==> src/rtl/clock_set_controller.sv <==
// Front-panel sequencer for the century clock: turns mode/inc button levels into
// run/display mode, per-field increment pulses, auto-repeat, blink and inactivity timeout.
module clock_set_controller #(
    parameter int unsigned HOLD_CYC   = 500,
    parameter int unsigned REPEAT_CYC = 100,
    parameter int unsigned TIMEOUT_S  = 30
) (
    input  logic       clk,
    input  logic       rst,
    input  logic       tick_1hz,
    input  logic       btn_mode,
    input  logic       btn_inc,
    output logic       run_mode,
    output logic       display_mode,
    output logic       manual_ss_yy_en,
    output logic       manual_min_mon_en,
    output logic       manual_hh_dd_en,
    output logic [2:0] field_sel,
    output logic       blink
);

    localparam int unsigned RepMax = (HOLD_CYC > REPEAT_CYC) ? HOLD_CYC : REPEAT_CYC;
    localparam int unsigned RepW   = $clog2(RepMax + 1);
    localparam int unsigned IdleW  = $clog2(TIMEOUT_S + 1);

    localparam logic [RepW-1:0]  HoldVal    = RepW'(HOLD_CYC);
    localparam logic [RepW-1:0]  RepeatVal  = RepW'(REPEAT_CYC);
    localparam logic [IdleW-1:0] TimeoutVal = IdleW'(TIMEOUT_S);

    // Encoding doubles as the field_sel value.
    typedef enum logic [2:0] {
        StRun = 3'd0,
        StSs  = 3'd1,
        StMin = 3'd2,
        StHh  = 3'd3,
        StDd  = 3'd4,
        StMon = 3'd5,
        StYy  = 3'd6
    } state_e;

    // RepIdle: no armed press; RepHold: waiting out HOLD_CYC; RepRepeat: pulsing every REPEAT_CYC.
    typedef enum logic [1:0] {
        RepIdle,
        RepHold,
        RepRepeat
    } rep_e;

    state_e            state_q, state_d;
    rep_e              rep_q, rep_d;
    logic [RepW-1:0]   rep_cnt_q, rep_cnt_d;
    logic [IdleW-1:0]  idle_q, idle_d;
    logic              mode_q, mode_d;
    logic              inc_q, inc_d;
    logic              run_mode_q, run_mode_d;
    logic              disp_q, disp_d;
    logic              ss_yy_q, ss_yy_d;
    logic              min_mon_q, min_mon_d;
    logic              hh_dd_q, hh_dd_d;
    logic              blink_q, blink_d;

    logic              mode_press, inc_press, pulse;

    assign mode_press = btn_mode & ~mode_q;
    assign inc_press  = btn_inc & ~inc_q;

    // Next-state: field sequencing, increment/auto-repeat, timeout and blink.
    always_comb begin
        state_d   = state_q;
        rep_d     = rep_q;
        rep_cnt_d = rep_cnt_q;
        idle_d    = idle_q;
        mode_d    = btn_mode;
        inc_d     = btn_inc;
        disp_d    = disp_q;
        blink_d   = blink_q;
        pulse     = 1'b0;
        ss_yy_d   = 1'b0;
        min_mon_d = 1'b0;
        hh_dd_d   = 1'b0;

        if (mode_press) begin
            // Mode wins over a simultaneous inc press.
            state_d = (state_q == StYy) ? StRun : state_e'(state_q + 3'd1);
        end else if (state_q == StRun) begin
            if (inc_press) begin
                disp_d = ~disp_q;
            end
        end else begin
            if (inc_press) begin
                pulse     = 1'b1;
                rep_d     = RepHold;
                rep_cnt_d = '0;
            end else if (!btn_inc) begin
                rep_d     = RepIdle;
                rep_cnt_d = '0;
            end else if (rep_q != RepIdle) begin
                rep_cnt_d = rep_cnt_q + 1'b1;
                if ((rep_q == RepHold && rep_cnt_d == HoldVal) ||
                    (rep_q == RepRepeat && rep_cnt_d == RepeatVal)) begin
                    pulse     = 1'b1;
                    rep_d     = RepRepeat;
                    rep_cnt_d = '0;
                end
            end

            if (btn_inc) begin
                idle_d = '0;
            end else if (tick_1hz) begin
                idle_d = idle_q + 1'b1;
                if (idle_d == TimeoutVal) begin
                    state_d = StRun;
                end
            end

            if (tick_1hz) begin
                blink_d = ~blink_q;
            end
        end

        // Any field change restarts blink, idle and repeat tracking.
        if (state_d != state_q) begin
            rep_d     = RepIdle;
            rep_cnt_d = '0;
            idle_d    = '0;
            blink_d   = 1'b0;
            pulse     = 1'b0;
            disp_d    = (state_d == StDd) || (state_d == StMon) || (state_d == StYy);
        end

        if (pulse) begin
            case (state_q)
                StSs, StYy:  ss_yy_d   = 1'b1;
                StMin, StMon: min_mon_d = 1'b1;
                StHh, StDd:  hh_dd_d   = 1'b1;
                default:     ;
            endcase
        end

        run_mode_d = (state_d != StRun);
    end

    // State and output registers with synchronous active-low reset.
    always_ff @(posedge clk) begin
        if (!rst) begin
            state_q    <= StRun;
            rep_q      <= RepIdle;
            rep_cnt_q  <= '0;
            idle_q     <= '0;
            mode_q     <= 1'b1;
            inc_q      <= 1'b1;
            run_mode_q <= 1'b0;
            disp_q     <= 1'b0;
            ss_yy_q    <= 1'b0;
            min_mon_q  <= 1'b0;
            hh_dd_q    <= 1'b0;
            blink_q    <= 1'b0;
        end else begin
            state_q    <= state_d;
            rep_q      <= rep_d;
            rep_cnt_q  <= rep_cnt_d;
            idle_q     <= idle_d;
            mode_q     <= mode_d;
            inc_q      <= inc_d;
            run_mode_q <= run_mode_d;
            disp_q     <= disp_d;
            ss_yy_q    <= ss_yy_d;
            min_mon_q  <= min_mon_d;
            hh_dd_q    <= hh_dd_d;
            blink_q    <= blink_d;
        end
    end

    assign run_mode          = run_mode_q;
    assign display_mode      = disp_q;
    assign manual_ss_yy_en   = ss_yy_q;
    assign manual_min_mon_en = min_mon_q;
    assign manual_hh_dd_en   = hh_dd_q;
    assign field_sel         = state_q;
    assign blink             = blink_q;

endmodule

==> config.mk <==
export PLATFORM = sky130hd
export DESIGN_NAME = clock_set_controller
export DESIGN_NICKNAME = d
export VERILOG_FILES = /design/src/rtl/clock_set_controller.sv
export SDC_FILE = /design/constraint.sdc
export NUM_CORES = 1
export LEC_CHECK = 0
export BUFFER_PORTS_ARGS = -buffer_cell sky130_fd_sc_hd__clkbuf_2
export CAP_MARGIN = 0
export CORE_AREA = 2 2 62 64
export DETAILED_ROUTE_END_ITERATION = 16
export DIE_AREA = 0 0 64 66
export MAX_ROUTING_LAYER = met4
export SLEW_MARGIN = 0
export SYNTH_ARGS = -nofsm -noshare
export SYNTH_HDL_FRONTEND = slang
export SYNTH_SLANG_ARGS = --single-unit
==> constraint.sdc <==
create_clock -name clk -period 3.6 [get_ports clk]
set_clock_uncertainty 0.2 [all_clocks]
set_input_delay 0 -clock clk [delete_from_list [all_inputs] [get_ports clk]]
set_output_delay 0 -clock clk [all_outputs]
set_load 0.01 [all_outputs]
; Yosys cells after proc, flatten, opt, wreduce, memory -nomap -nowiden
; Index checks and enable logic that the tools add are counted.
; Widths: inputs -> output; s select.
[word_totals]
ff_bits = 27
inputBits = 5
output_inout_bits = 9
elab_cells = 93
[classes]
n_addsub = 3
eq_ne = 18
mux = 30
bitwise_logic = 9
reduce_logical = 21
[op_table]
columns = operator, n
row1 = $mux 9, 4
row2 = $eq 3x3->1 const B, 6
row3 = $mux 3, 6
row4 = $mux 1, 14
row5 = $reduce_and 3->1, 4
row6 = $mux 5, 2
row7 = $add 9x1->9 const B, 1
row8 = $eq 9x7->1 const B, 1
row9 = $eq 9x9->1 const B, 1
row10 = $mux 2, 4
row11 = $reduce_bool 2->1, 4
row12 = $reduce_or 2->1, 4
row13 = $not 1->1, 7
row14 = $eq 3x2->1 const B, 2
row15 = $ne 3x1->1 const B, 2
row16 = $add 5x1->5 const B, 1
row17 = $eq 5x5->1 const B, 1
row18 = $reduce_and 4->1, 1
row19 = $add 3x1->3 const B, 1
row20 = $eq 3x1->1 const B, 1
row21 = $logic_not 3->1, 1
row22 = $logic_or 1x1->1, 3
row23 = $ne 3x3->1, 1
row24 = $reduce_bool 3->1, 1
row25 = other kinds (6), 8

; Longest topological paths before layout
[logic_depth]
ltp_word = 12
depth_mapped = 8
ltp_nobuf = 8

; Worst setup path after synthesis
; Ideal clock, no wire load.
[synth_path]
path_type = reg2reg
from = reg rep_cnt_q[3]
to = reg rep_cnt_q[3]
setup_time_ns = 0.120
t_arrival_ns = 2.156
t_required_ns = 3.280
slack_ns = 1.124
stages_incl_launch_ff = 8
n_path_buf = 0
synth_period_minus_slack_ns = 2.476
path_cell_list = dfxtp_1 > nand3_2 > or3_4 > a2111o_1 > mux2_4 > o211ai_4 > nor3_1 > a211o_1
[synth_via]
elab_chain_len = 8
elab_cells_between_ends = 10
classes_between = add/sub: 1 / eq/ne: 2 / mux: 4 / reduce/logical: 3
[synth_rtl]
columns = item, line_no
row1 = "start, declared", 50  ; logic [RepW-1:0] rep_cnt_q, rep_cnt_d;
row2 = "start signal, assigned", 160  ; rep_cnt_q <= rep_cnt_d;
row3 = $add 9x1->9 (*), 97  ; rep_cnt_d = rep_cnt_q + 1'b1;
row4 = $eq 9x9->1 or $eq 9x7->1 (tied branches), "98, 99"
row5 = $logic_and 1x1->1 (on tied branches), "98, 99"
row6 = $logic_or 1x1->1, 98  ; if ((rep_q == RepHold && rep_cnt_d == HoldVal) ||
row7 = $mux 9 (*), 98
row8 = $mux 9 (*), 96  ; end else if (rep_q != RepIdle) begin
row9 = $mux 9 (*), 93  ; end else if (!btn_inc) begin
row10 = $mux 9 (*), 89  ; if (inc_press) begin
; Every way passes the cells marked *; elsewhere a longest branch is shown, timed or not. The select of a mux whose other input is x is not followed.
; A chain may end at the register's enable or synchronous reset.

; Worst setup path after layout
[layout_path]
from = reg idle_q[0]
to = reg rep_cnt_q[6]
[layout_via]
elab_chain_len = 9
[layout_rtl]
columns = item, line_no
row1 = "start, declared", 51  ; logic [IdleW-1:0] idle_q, idle_d;
row2 = "start signal, assigned", 161  ; idle_q <= idle_d;
row3 = $add 5x1->5, 109  ; idle_d = idle_q + 1'b1;
row4 = $eq 5x5->1, 110  ; if (idle_d == TimeoutVal) begin
row5 = $mux 3, 110
row6 = $mux 3, 108  ; end else if (tick_1hz) begin
row7 = $mux 3, 106  ; if (btn_inc) begin
row8 = $mux 3, 84  ; end else if (state_q == StRun) begin
row9 = $mux 3, 81  ; if (mode_press) begin
row10 = $ne 3x3->1, 121  ; if (state_d != state_q) begin
row11 = $reduce_or 2->1 (no line), -
; Every way passes these cells.

==> impl_metrics.json <==
{
  "run_status": "completed",
  "worst_hold_path.num_cells": 2,
  "hold_viol": 0,
  "wirelength_um": 3280,
  "ant_nets": 0,
  "finalNonFillerCells": 257,
  "dpl.cell_count": 247,
  "post-synth-top-area-fraction": 0.357,
  "cts.path.max_buffers": 2,
  "floorplan.io_pins": 14,
  "core_area_um2": 3550,
  "drcViolationCount": 0,
  "htree_levels": 1,
  "cts_inserted_buffers": 3,
  "global_route_wire_length_before_repair_um": 5510,
  "yosysUniqueCellTypes": 44,
  "nNetsFinal": 219,
  "postSynthCellCount": 192,
  "design.die.area_um2": 4220,
  "critical_path.startpoint": "idle_q[0]",
  "critical_path.endpoint_type": "flop",
  "worst_slew_margin": 0.487,
  "seq_area_frac_synth": 0.357,
  "worst_ep_arrival_time_ns": 2.78,
  "dr_total_vias": 1405,
  "initialDrtViolationCount": 73,
  "number_of_antenna_violations_at_the_first_check_in_global_routing": 0,
  "final.min_clock_period_ns": 2.75,
  "cts-root-buf": "clkbuf_4",
  "worst-r2r-setup-slack_ns": 0.85,
  "cts_sinks": 27,
  "viasPerCell": 5.47,
  "syn_area_um2": 1520,
  "worstReg2RegEnd": "rep_cnt_q[6]",
  "io_buffers": 13,
  "worst-r2r-cell-count": 7,
  "nFillCells": 355,
  "drtPass1Iterations": 4,
  "cts_resized": 0,
  "final_cell_area_um2": 1710,
  "finalSetupTns_ns": 0,
  "post_drt_wl_per_cell_um": 12.8,
  "worstSetupEndpoint": "rep_cnt_q[6]",
  "timing.final.crit_share": 0.763,
  "cp-start-kind": "flop",
  "post_route_cells_drive_above_1_share": 0.120,
  "timing.max_cap.violations": 0,
  "grt-ovfl-total": 0,
  "ys_top_cells_by_area": "dfxtp_1, nor2_1, nand2_1, a21oi_1, ha_1",
  "p_leak_nw": 0.649,
  "placedInstanceArea_um2": 1620,
  "holdCritPathClass": "reg2reg",
  "critical_path.max_fanout": 7,
  "clock_insertion_delay_worst_skew_ns": 0.32,
  "floorplan.die.height_um": 66,
  "ir_worst_vdd_mv": 0.164,
  "finalSetupViolations": 0,
  "area_delta_synth_final_pct": 12.8,
  "syn_nets": 201,
  "fmax_ghz": 0.364,
  "synth.avg_cell_area_um2": 7.89,
  "floorplan.die.width_um": 64,
  "grt_start_max_net_pins": 16,
  "grt_setup_unrepaired": "no",
  "ys_warn_count": 0,
  "grt_util_all_layers": 0.168,
  "synth_async_sr_flop_share": 0,
  "cts.reportedPaths.clkPinSlew_ns": 0.15,
  "ys_ff_latch": 27,
  "floorplan.initialDensity": 0.427,
  "synth-main-ff-cell": "dfxtp_1",
  "first_global_vias": 1306,
  "post-synth-top-area-cell": "dfxtp_1",
  "count_of_inserted_antenna_diode_cells": 0,
  "power_density_normalized_to_cell_area_nw_per_um2": 286,
  "dp_hpwl_um": 2350,
  "required_time_of_the_worst_setup_path_ns": 3.63,
  "worst-slew-pin-transition_ns": 0.750,
  "synth-edff-count": 0,
  "cts_tree": "done",
  "slew_violations": 0,
  "cts_post_setup_buffers_inserted": 0,
  "r2r-start": "idle_q[0]",
  "placementRows": 22,
  "gp_congestion": 0.822,
  "crit_type": "reg2reg"
}
==> routing by layer <==
layer  part of all wire  track usage
met1               0.48        0.203
met2               0.48        0.290
met3              0.028       0.0256
met4             0.0070       0.0489
met5                  0            -
==> flip-flops by register name (all words and copies together), names as in the netlist <==
| name | count |
|---|---|
| blink | 1 |
| display_mode | 1 |
| field_sel | 3 |
| idle_q | 5 |
| inc_q | 1 |
| manual_hh_dd_en | 1 |
| manual_min_mon_en | 1 |
| manual_ss_yy_en | 1 |
| mode_q | 1 |
| rep_cnt_q | 9 |
| rep_q | 2 |
| run_mode | 1 |
==> stage by stage <==
stage / setup slack (ns) / hold WS [ns] / util / power, W
final: 0.853 / 0.280 / 0.481 / 0.000488
after global routing: 0.729 / 0.313 / 0.481 / 0.000513
after CTS: 0.877 / 0.283 / 0.481 / 0.000495
after detailed placement: 0.907 / 0.0355 / 0.457 / 0.000356
after global placement: 0.976 / 0.0138 / 0.457 / 0.000356
after floorplan: 1.12 / -0.127 / - / 0.000343
==> cells in the final DEF, fill, tap and decap left out, types with 2 or more instances in the layout <==
cell type | synthesis | final
nor2b_1 | 7 | 7
a21boi_0 | 2 | 2
nor3_1 | 9 | 9
nand3_1 | 3 | 3
nand2_1 | 22 | 22
nand2b_1 | 3 | 3
or2_1 | 3 | 3
a211o_1 | 2 | 2
o21ai_1 | 4 | 4
nor2_1 | 24 | 24
clkbuf_2 | 0 | 13
a211oi_1 | 3 | 3
or3b_2 | 2 | 2
inv_1 | 3 | 3
o21ai_0 | 10 | 10
ha_1 | 4 | 4
o21a_1 | 2 | 2
a31oi_1 | 2 | 2
dlygate4sd3_1 | 0 | 6
xor2_1 | 4 | 4
clkbuf_4 | 0 | 3
nand3b_1 | 5 | 5
or3_1 | 3 | 3
a21oi_1 | 15 | 15
dfxtp_1 | 27 | 27
nand4_1 | 4 | 4
xnor2_1 | 2 | 2
a21o_1 | 2 | 2
==> worst min path at each step <==
stage	from	endpoint	slack [ns]
after detailed placement	btn_mode	mode_q	0.04
after CTS	rep_cnt_q[8]	rep_cnt_q[8]	0.28
after global routing	rep_cnt_q[8]	rep_cnt_q[8]	0.31
after floorplan	rst	mode_q	-0.13
final	rep_cnt_q[8]	rep_cnt_q[8]	0.28
after global placement	btn_mode	mode_q	0.01
==> cells in the mapped netlist, types with 2 or more instances <==
cell and count:
dfxtp_1 27, nor2_1 24, nand2_1 22, a21oi_1 15, o21ai_0 10, nor3_1 9, clkbuf_1 7, nor2b_1 7
nand3b_1 5, ha_1 4, nand4_1 4, o21ai_1 4, xor2_1 4, a211oi_1 3, inv_1 3, nand2b_1 3
nand3_1 3, or2_1 3, or3_1 3, a211o_1 2, a21boi_0 2, a21o_1 2, a31oi_1 2, o21a_1 2
or3b_2 2, xnor2_1 2
==> where the power goes <==
part           internal, W  switching [W]
clock network    0.0000416      0.0000913
registers         0.000304     0.00000557
logic            0.0000199      0.0000263
total             0.000365       0.000123
==> critical path: stages (launching register included) <==
cell and delay, ns:
dfxtp_1 0.46, ha_1 0.29, nand3_1 0.11, xor2_1 0.17, a2111oi_0 0.65, nor2_1 0.23, and2_1 0.25, a211o_1 0.30
==> logic make-up after synthesis <==
group                      synth area share
AOI/OAI and AO/OA                     0.234
DFF                                   0.357
muxes                               0.00991
buffers and inverters                0.0248
and+or+nand+nor                       0.307
xor gates and xnor gates             0.0347
adders and majority gates            0.0330
==> timing repair <==
item                                   4_1_cts  5_1_grt
hold buffers                                 6        0
endpoints found under the hold margin       18        0
setup endpoints to repair                    0        0
==> cell type report <==
type                            instances  area, µm²  area share
Multi-Input combinational cell        155        937       0.548
Sequential cell                        27        541       0.316
Timing Repair Buffer                   20        133      0.0776
Clock inverter                          1       5.00     0.00293
Clock buffer                            3       22.5      0.0132
Tap cell                               48       60.1      0.0351
Inverter                                3       11.3     0.00659
Note: power is estimated with default switching activity, not from simulation.
